$ cat config.mk
export PLATFORM = sky130hd
export DESIGN_NAME = uio_bus_arbiter_flat
export DESIGN_NICKNAME = d
export VERILOG_FILES = /design/src/rtl/uio_arb_pkg.sv /design/src/rtl/uio_bus_arbiter_if.sv /design/src/rtl/uio_bus_arbiter_rr_pick.sv /design/src/rtl/uio_bus_arbiter.sv /design/src/flat_wrapper.sv
export SDC_FILE = /design/constraint.sdc
export NUM_CORES = 1
export LEC_CHECK = 0
export CORE_AREA = 2 2 68 70
export CTS_CLUSTER_SIZE = 30
export DETAILED_ROUTE_END_ITERATION = 7
export DIE_AREA = 0 0 70 72
export PLACE_DENSITY = 0.91
export SYNTH_ARGS = -nofsm -noshare
export SYNTH_HDL_FRONTEND = slang
export SYNTH_HIERARCHICAL = 1
export SYNTH_SLANG_ARGS = --single-unit
$ cat constraint.sdc
create_clock -name clk -period 5.5 [get_ports clk]
set_input_delay 0.55 -clock clk [delete_from_list [all_inputs] [get_ports clk]]
set_output_delay 0.55 -clock clk [all_outputs]
set_load 0.01 [all_outputs]
$ cat src/rtl/uio_arb_pkg.sv
// Shared encodings for the uio pad-bus arbiter: FSM states, transfer direction, pad enable.
package uio_arb_pkg;

  typedef logic [1:0] arb_state_t;

  localparam arb_state_t ST_IDLE = 2'd0;
  localparam arb_state_t ST_XFER = 2'd1;
  localparam arb_state_t ST_TURN = 2'd2;

  localparam logic DIR_IN  = 1'b0;
  localparam logic DIR_OUT = 1'b1;

  localparam logic [7:0] OE_ALL = 8'hFF;

endpackage

$ cat src/rtl/uio_bus_arbiter_if.sv
// Requester-side and pad-side bundle of the uio arbiter; master = requesters/pads, slave = arbiter.
interface uio_bus_arbiter_if #(
  parameter int NREQ = 4
);
  // Handshake: a requester holds req[i] high for its whole burst; a byte moves in any
  // cycle where beat=1, and beat only rises for the requester whose grant bit is set.
  logic [NREQ-1:0]   req;
  logic [NREQ-1:0]   req_dir;
  logic [8*NREQ-1:0] req_wdata;
  logic [NREQ-1:0]   grant;
  logic              beat;
  logic [7:0]        rd_data;
  logic              rd_valid;
  logic              busy;
  logic [7:0]        uio_in;
  logic [7:0]        uio_out;
  logic [7:0]        uio_oe;

  modport master (
    output req, req_dir, req_wdata, uio_in,
    input  grant, beat, rd_data, rd_valid, busy, uio_out, uio_oe
  );

  modport slave (
    input  req, req_dir, req_wdata, uio_in,
    output grant, beat, rd_data, rd_valid, busy, uio_out, uio_oe
  );
endinterface

$ cat src/rtl/uio_bus_arbiter_rr_pick.sv
// Combinational round-robin picker: first set request at or after i_ptr, wrapping modulo NREQ.
module rr_pick #(
  parameter  int NREQ = 4,
  localparam int PW   = $clog2(NREQ)
) (
  input  logic [NREQ-1:0] i_req,
  input  logic [PW-1:0]   i_ptr,
  output logic [NREQ-1:0] o_pick,
  output logic [PW-1:0]   o_idx,
  output logic            o_valid
);

  int j;

  always_comb begin
    o_pick  = '0;
    o_idx   = '0;
    o_valid = 1'b0;
    j       = 0;
    for (int k = 0; k < NREQ; k++) begin
      j = int'(i_ptr) + k;
      if (j >= NREQ) j = j - NREQ;
      if (!o_valid && i_req[j]) begin
        o_valid   = 1'b1;
        o_pick[j] = 1'b1;
        o_idx     = PW'(j);
      end
    end
  end

endmodule

$ cat src/rtl/uio_bus_arbiter.sv
// Round-robin owner of the 8-bit uio pad bus: bounded bursts, latched direction, tri-state turnaround.
module uio_bus_arbiter
  import uio_arb_pkg::*;
#(
  parameter int NREQ      = 4,
  parameter int MAX_BURST = 8,
  parameter int TURN_CYC  = 1
) (
  input  logic                clk,
  input  logic                rst,
  input  logic                ena,
  uio_bus_arbiter_if.slave    bus,
  output arb_state_t          o_dbg_state
);

  localparam int PW = $clog2(NREQ);
  localparam int CW = $clog2(MAX_BURST + 1);
  localparam int TW = $clog2(TURN_CYC + 1);

  arb_state_t      r_state;
  logic [NREQ-1:0] r_grant;
  logic [PW-1:0]   r_idx;
  logic [PW-1:0]   r_ptr;
  logic            r_dir;
  logic [CW-1:0]   r_cnt;
  logic [TW-1:0]   r_tcnt;
  logic [7:0]      r_rd_data;
  logic            r_rd_valid;

  logic [NREQ-1:0] w_pick;
  logic [PW-1:0]   w_pidx;
  logic            w_pvalid;
  logic            w_in_xfer;
  logic            w_req_live;
  logic            w_beat;
  logic            w_last;
  logic            w_leave;
  logic [PW-1:0]   w_next_ptr;
  logic [7:0]      w_wdata;

  rr_pick #(.NREQ(NREQ)) u_pick (
    .i_req   (bus.req),
    .i_ptr   (r_ptr),
    .o_pick  (w_pick),
    .o_idx   (w_pidx),
    .o_valid (w_pvalid)
  );

  assign w_in_xfer  = (r_state == ST_XFER);
  assign w_req_live = |(r_grant & bus.req);
  assign w_beat     = w_in_xfer && w_req_live && ena;
  assign w_last     = w_beat && (r_cnt == CW'(MAX_BURST - 1));
  // Any mix of end conditions funnels into one TURN entry and one pointer step.
  assign w_leave    = !w_req_live || !ena || w_last;
  assign w_next_ptr = (r_idx == PW'(NREQ - 1)) ? '0 : r_idx + 1'b1;

  always_comb begin
    w_wdata = 8'h00;
    for (int i = 0; i < NREQ; i++) begin
      if (r_grant[i]) w_wdata = bus.req_wdata[8*i +: 8];
    end
  end

  always_ff @(posedge clk or posedge rst) begin
    if (rst) begin
      r_state <= ST_IDLE;
      r_grant <= '0;
      r_idx   <= '0;
      r_ptr   <= '0;
      r_dir   <= DIR_IN;
      r_cnt   <= '0;
      r_tcnt  <= '0;
    end else begin
      case (r_state)
        ST_IDLE: begin
          if (ena && w_pvalid) begin
            r_state <= ST_XFER;
            r_grant <= w_pick;
            r_idx   <= w_pidx;
            r_dir   <= bus.req_dir[w_pidx];
            r_cnt   <= '0;
          end
        end
        ST_XFER: begin
          if (w_beat) r_cnt <= r_cnt + 1'b1;
          if (w_leave) begin
            r_state <= ST_TURN;
            r_grant <= '0;
            r_ptr   <= w_next_ptr;
            r_tcnt  <= '0;
          end
        end
        ST_TURN: begin
          if (r_tcnt == TW'(TURN_CYC - 1)) r_state <= ST_IDLE;
          else                             r_tcnt  <= r_tcnt + 1'b1;
        end
        default: begin
          r_state <= ST_IDLE;
          r_grant <= '0;
        end
      endcase
    end
  end

  always_ff @(posedge clk or posedge rst) begin
    if (rst) begin
      r_rd_data  <= 8'h00;
      r_rd_valid <= 1'b0;
    end else begin
      r_rd_valid <= w_beat && (r_dir == DIR_IN);
      if (w_beat && (r_dir == DIR_IN)) r_rd_data <= bus.uio_in;
    end
  end

  // Pads are driven only while a write burst holds the bus; reset clears this without a clock.
  assign bus.uio_oe   = (w_in_xfer && r_dir == DIR_OUT) ? OE_ALL : 8'h00;
  assign bus.uio_out  = (w_in_xfer && r_dir == DIR_OUT) ? w_wdata : 8'h00;
  assign bus.grant    = r_grant;
  assign bus.beat     = w_beat;
  assign bus.rd_data  = r_rd_data;
  assign bus.rd_valid = r_rd_valid;
  assign bus.busy     = (r_state != ST_IDLE);
  assign o_dbg_state  = r_state;

endmodule

$ cat src/flat_wrapper.sv
// flat-port wrapper written by rule: the top's interface ports become plain ports
module uio_bus_arbiter_flat import uio_arb_pkg::*;
#(
  parameter int NREQ      = 4,
  parameter int MAX_BURST = 8,
  parameter int TURN_CYC  = 1
)
  (clk, rst, ena, o_dbg_state, bus_req, bus_req_dir, bus_req_wdata, bus_uio_in, bus_grant, bus_beat, bus_rd_data, bus_rd_valid, bus_busy, bus_uio_out, bus_uio_oe);
  uio_bus_arbiter_if #(.NREQ(NREQ)) bus_i ();
  input  logic clk;
  input  logic rst;
  input  logic ena;
  output arb_state_t o_dbg_state;
  input wire logic [$bits(bus_i.req)-1:0] bus_req;
  input wire logic [$bits(bus_i.req_dir)-1:0] bus_req_dir;
  input wire logic [$bits(bus_i.req_wdata)-1:0] bus_req_wdata;
  input wire logic [$bits(bus_i.uio_in)-1:0] bus_uio_in;
  output wire logic [$bits(bus_i.grant)-1:0] bus_grant;
  output wire logic [$bits(bus_i.beat)-1:0] bus_beat;
  output wire logic [$bits(bus_i.rd_data)-1:0] bus_rd_data;
  output wire logic [$bits(bus_i.rd_valid)-1:0] bus_rd_valid;
  output wire logic [$bits(bus_i.busy)-1:0] bus_busy;
  output wire logic [$bits(bus_i.uio_out)-1:0] bus_uio_out;
  output wire logic [$bits(bus_i.uio_oe)-1:0] bus_uio_oe;
  assign bus_i.req = bus_req;
  assign bus_i.req_dir = bus_req_dir;
  assign bus_i.req_wdata = bus_req_wdata;
  assign bus_i.uio_in = bus_uio_in;
  assign bus_grant = bus_i.grant;
  assign bus_beat = bus_i.beat;
  assign bus_rd_data = bus_i.rd_data;
  assign bus_rd_valid = bus_i.rd_valid;
  assign bus_busy = bus_i.busy;
  assign bus_uio_out = bus_i.uio_out;
  assign bus_uio_oe = bus_i.uio_oe;
  uio_bus_arbiter #(.NREQ(NREQ), .MAX_BURST(MAX_BURST), .TURN_CYC(TURN_CYC)) u_core (.clk(clk), .rst(rst), .ena(ena), .bus(bus_i), .o_dbg_state(o_dbg_state));
endmodule
==> results by group <==
Run status
  – Outcome: completed

Worst setup path
  – FF-to-FF path depth: 8
  – Slowest-stage cell, CP: dfrtp_1
  – CP Depth: 8
  – Critical-path cell list: inv_1 > ha_1 > mux4_2 > and2b_2 > o21ai_0 > o31ai_1 > mux4_2 > mux2_2
  – Buf/Inv on CP: 1
  – Crit end category: flip-flop
  – Arr. time, crit path: between 3 and 4 ns
  – Critical path class: flip-flop to flip-flop
  – R2R Path Start: u_core/r_ptr[0]
  – Largest stage delay on the critical path: between 0.7 and 0.8 ns
  – R2r setup slk: approximately 2.2 ns
  – Cell family with most CP delay: multiplexers
  – CP Launch Type: flip-flop
  – Cell mode on critical path: mux4_2
  – Crit Path Max Fanout: 15
  – R2R Path End: u_core/r_dir
  – Critical Path RT: about 5.7 ns

Cells and area
  – Fillers: 350
  – Commonest non-fill, non-tap cell in the layout: clkdlybuf4s50_1
  – Util after Layout: 64.9%
  – Synth-to-Final Area Change: 43.3%
  – Proportion of layout cells with a drive suffix above 1: between 10% and 20%
  – # nets final: between 300 and 400
  – Sequential cell area: ~600 sq um
  – Footprint of the multi-input gates: between 1000 and 1500 sq um
  – Ant diodes: 0
  – Layout Cells excl Fill: around 310
  – Leading cell types in the layout, fill and taps excluded: clkdlybuf4s50_1 (83), dfrtp_1 (24), nand2_1 (20), inv_1 (11), ha_1 (10)

Logic synthesis
  – Synthesis Warnings: 6
  – Synth top area share: roughly 31%
  – Netlist area before placement: about 1900 sq um
  – Cell taking the most area after synthesis: dfrtp_1
  – Number of synthesized register bits: 24
  – Synth unique cells: a little over 40
  – Synth Instances: approximately 180
  – Post-synthesis sequential area ratio: roughly 31%
  – Avg Cell Area, Syn: ~10 sq um
  – Synth top area cells: dfrtp_1 (31%), ha_1 (6.5%), mux2_4 (6.2%), a221o_1 (4.1%), mux2i_1 (4.1%)
  – Syn_nets: between 200 and 250

Clock network
  – CTS Buf Count: 3
  – CTS sink count: 24
  – CTS Buffer Depth: 2
  – Clk_lat worst skew: 0.27 ns
  – Setup Buffers After CTS: 0
  – Clk slew on worst S/H paths: ~0.090 ns
  – Root buffer cell: clkbuf_8
  – Post-cts sizing count: 0
  – TritonCTS clock tree: done
  – Htree depth: 1
  – Hold_buf cts: 0

Timing
  – Slew Limit Fails: 0
  – Final period utilization: between 50% and 60%
  – Worst slew margin: 38.7%
  – Final Hold Fails: 0
  – Setup Skew: 0.00442 ns
  – Fmax: a little over 300 MHz
  – Slew @ Worst Pin: 0.919 ns
  – RSZ-0062 raised after global routing: no
  – WHS: just over 0.5 ns
  – Setup TNS: 0 ns
  – Setup violators final: 0
  – Tmin final: ~3.3 ns

Worst hold path
  – Class of the worst hold path: flip-flop to flip-flop
  – Hold Path Origin: u_core/bus.rd_data[6]
  – Hold path endpoint: u_core/bus.rd_data[6]
  – Hold-critical path depth: 1

Floorplanning
  – Initial Util: 45.3%
  – Die W: 70 microns
  – Die Ht: 72 microns
  – IO Pins: 84
  – Die ar.: 5040 sq um
  – Rows: 24
  – Core footprint: 4260 sq um

Routing
  – Vias per cell: roughly 5.6
  – WL/cell: 16.8 microns
  – DRT iter0 DRCs: between 90 and 100
  – Drt pass-1 iters: 5
  – Post-Route WL: 5170 microns
  – DRC: 0
  – Via count: around 1700
  – Routed Antenna Nets: 0

GRT
  – Total global-route track usage: roughly a fifth
  – Largest net degree at the start of global routing: 25
  – Global-route wire length before repair: about 8400 microns
  – Grt ovf: 0
  – Number of global-route vias before repair: 1724
  – Initial antenna violation count: 0

Run
  – Max_cap viols: 0

Placement
  – Dpl cells: between 300 and 400
  – Port Buf Inserts: 83
  – Routability cong.: approximately 0.9
  – HPWL Detailed: about 4000 microns

Power and ir drop
  – Cell leakage power: approximately 1.2 nW
  – IR Drop Worst-Case VDD: approximately 0.25 mV
  – P per Cell Area: 463 nW/um^2
kinds of logic (layout without fill, tap and decap cells):
family / after synthesis / in the layout / synth area share [%]
AOI/OAI and AO/OA: 51 / 51 / 21.9
adders and majority gates: 10 / 10 / 6.48
buffers and inverters: 28 / 100 / 8.49
DFF: 24 / 24 / 31.1
muxes: 27 / 27 / 20.1
and+or+nand+nor: 44 / 44 / 11.9
cells in the mapped netlist:
cell      instances
a211o_1           1
nand2_2           1
mux2_2            6
mux4_2            3
nor2_1            5
and2b_1           1
mux2_4            8
nand2b_1          2
clkbuf_1          2
buf_2             2
a22oi_4           2
nand3_1           3
inv_1            11
a221o_1           8
mux4_1            2
o31ai_1           1
o211ai_1          9
buf_6             4
a21oi_2           1
a32o_1            1
nand4_1           1
nor3_1            1
nand2_1          20
a21oi_4           1
ha_1             10
nor2b_1           4
o221ai_1          1
clkinv_1          2
a21oi_1           8
dfrtp_1          24
a311oi_4          1
nor4_1            1
and2b_2           1
a22oi_1           8
o21ai_0           8
nand3b_1          1
a31oi_1           1
buf_4             7
mux2i_1           8
nor4b_4           1
and3_1            2
registers in the layout, indices dropped and copies added (netlist names):
| signal | cells |
|---|---|
| u_core/bus.rd_data | 8 |
| u_core/bus.grant | 4 |
| u_core/r_cnt | 4 |
| u_core/o_dbg_state | 2 |
| u_core/r_idx | 2 |
| u_core/r_ptr | 2 |
| u_core/bus.rd_valid | 1 |
| u_core/r_dir | 1 |
layout make-up:
cell class | count | share of cell area, %
Multi-Input combinational cell | 132 | 42.2
Timing Repair Buffer | 83 | 30.0
Sequential cell | 24 | 21.7
Tap cell | 52 | 2.35
Clock buffer | 4 | 1.99
Inverter | 13 | 1.76
power by group:
part / leakage, nW / switching [mW] / internal, mW
clock: 0.0288 / 0.0574 / 0.0640
combinational: 0.817 / 0.372 / 0.444
sequential: 0.310 / 0.0995 / 0.243
how the worst max path moves through the flow:
stage                   endpoint  slack [ns]             from
floorplan           u_core/r_dir        2.73  u_core/r_ptr[0]
global placement    u_core/r_dir        2.29       bus_req[3]
detailed placement  u_core/r_dir        2.20       bus_req[2]
CTS                 u_core/r_dir        2.24  u_core/r_ptr[0]
global route        u_core/r_dir        2.02  u_core/r_ptr[0]
finish              u_core/r_dir        2.22  u_core/r_ptr[0]
routing by layer:
metal	part of all wire [%]	global-route usage, %	routed length, microns
met4	1.4	5.13	71
met2	52	37.2	2670
met3	6.0	3.47	312
met1	41	25.8	2120
met5	0	0	0
worst register-to-register path, delay by kind of cell, from the launching register on:
kind	cells	cell delay, ns
AND/OR/NAND/NOR	1	0.31
buffers and inverters	1	0.21
adder cells (fa/ha/maj)	1	0.41
flip-flops	1	0.74
AO/OA/AOI/OAI	2	0.24
multiplexers	3	1.27
metrics by stage:
stage	setup slack, ns	total power, mW	instance area, sq um
6_report	2.22	1.28	2770
3_3_place_gp	2.29	1.12	2710
3_5_place_dp	2.20	1.16	2710
2_1_floorplan	2.73	0.896	1930
5_1_grt	2.02	1.37	2770
4_1_cts	2.24	1.28	2770
Note: power is estimated with default switching activity, not from simulation.
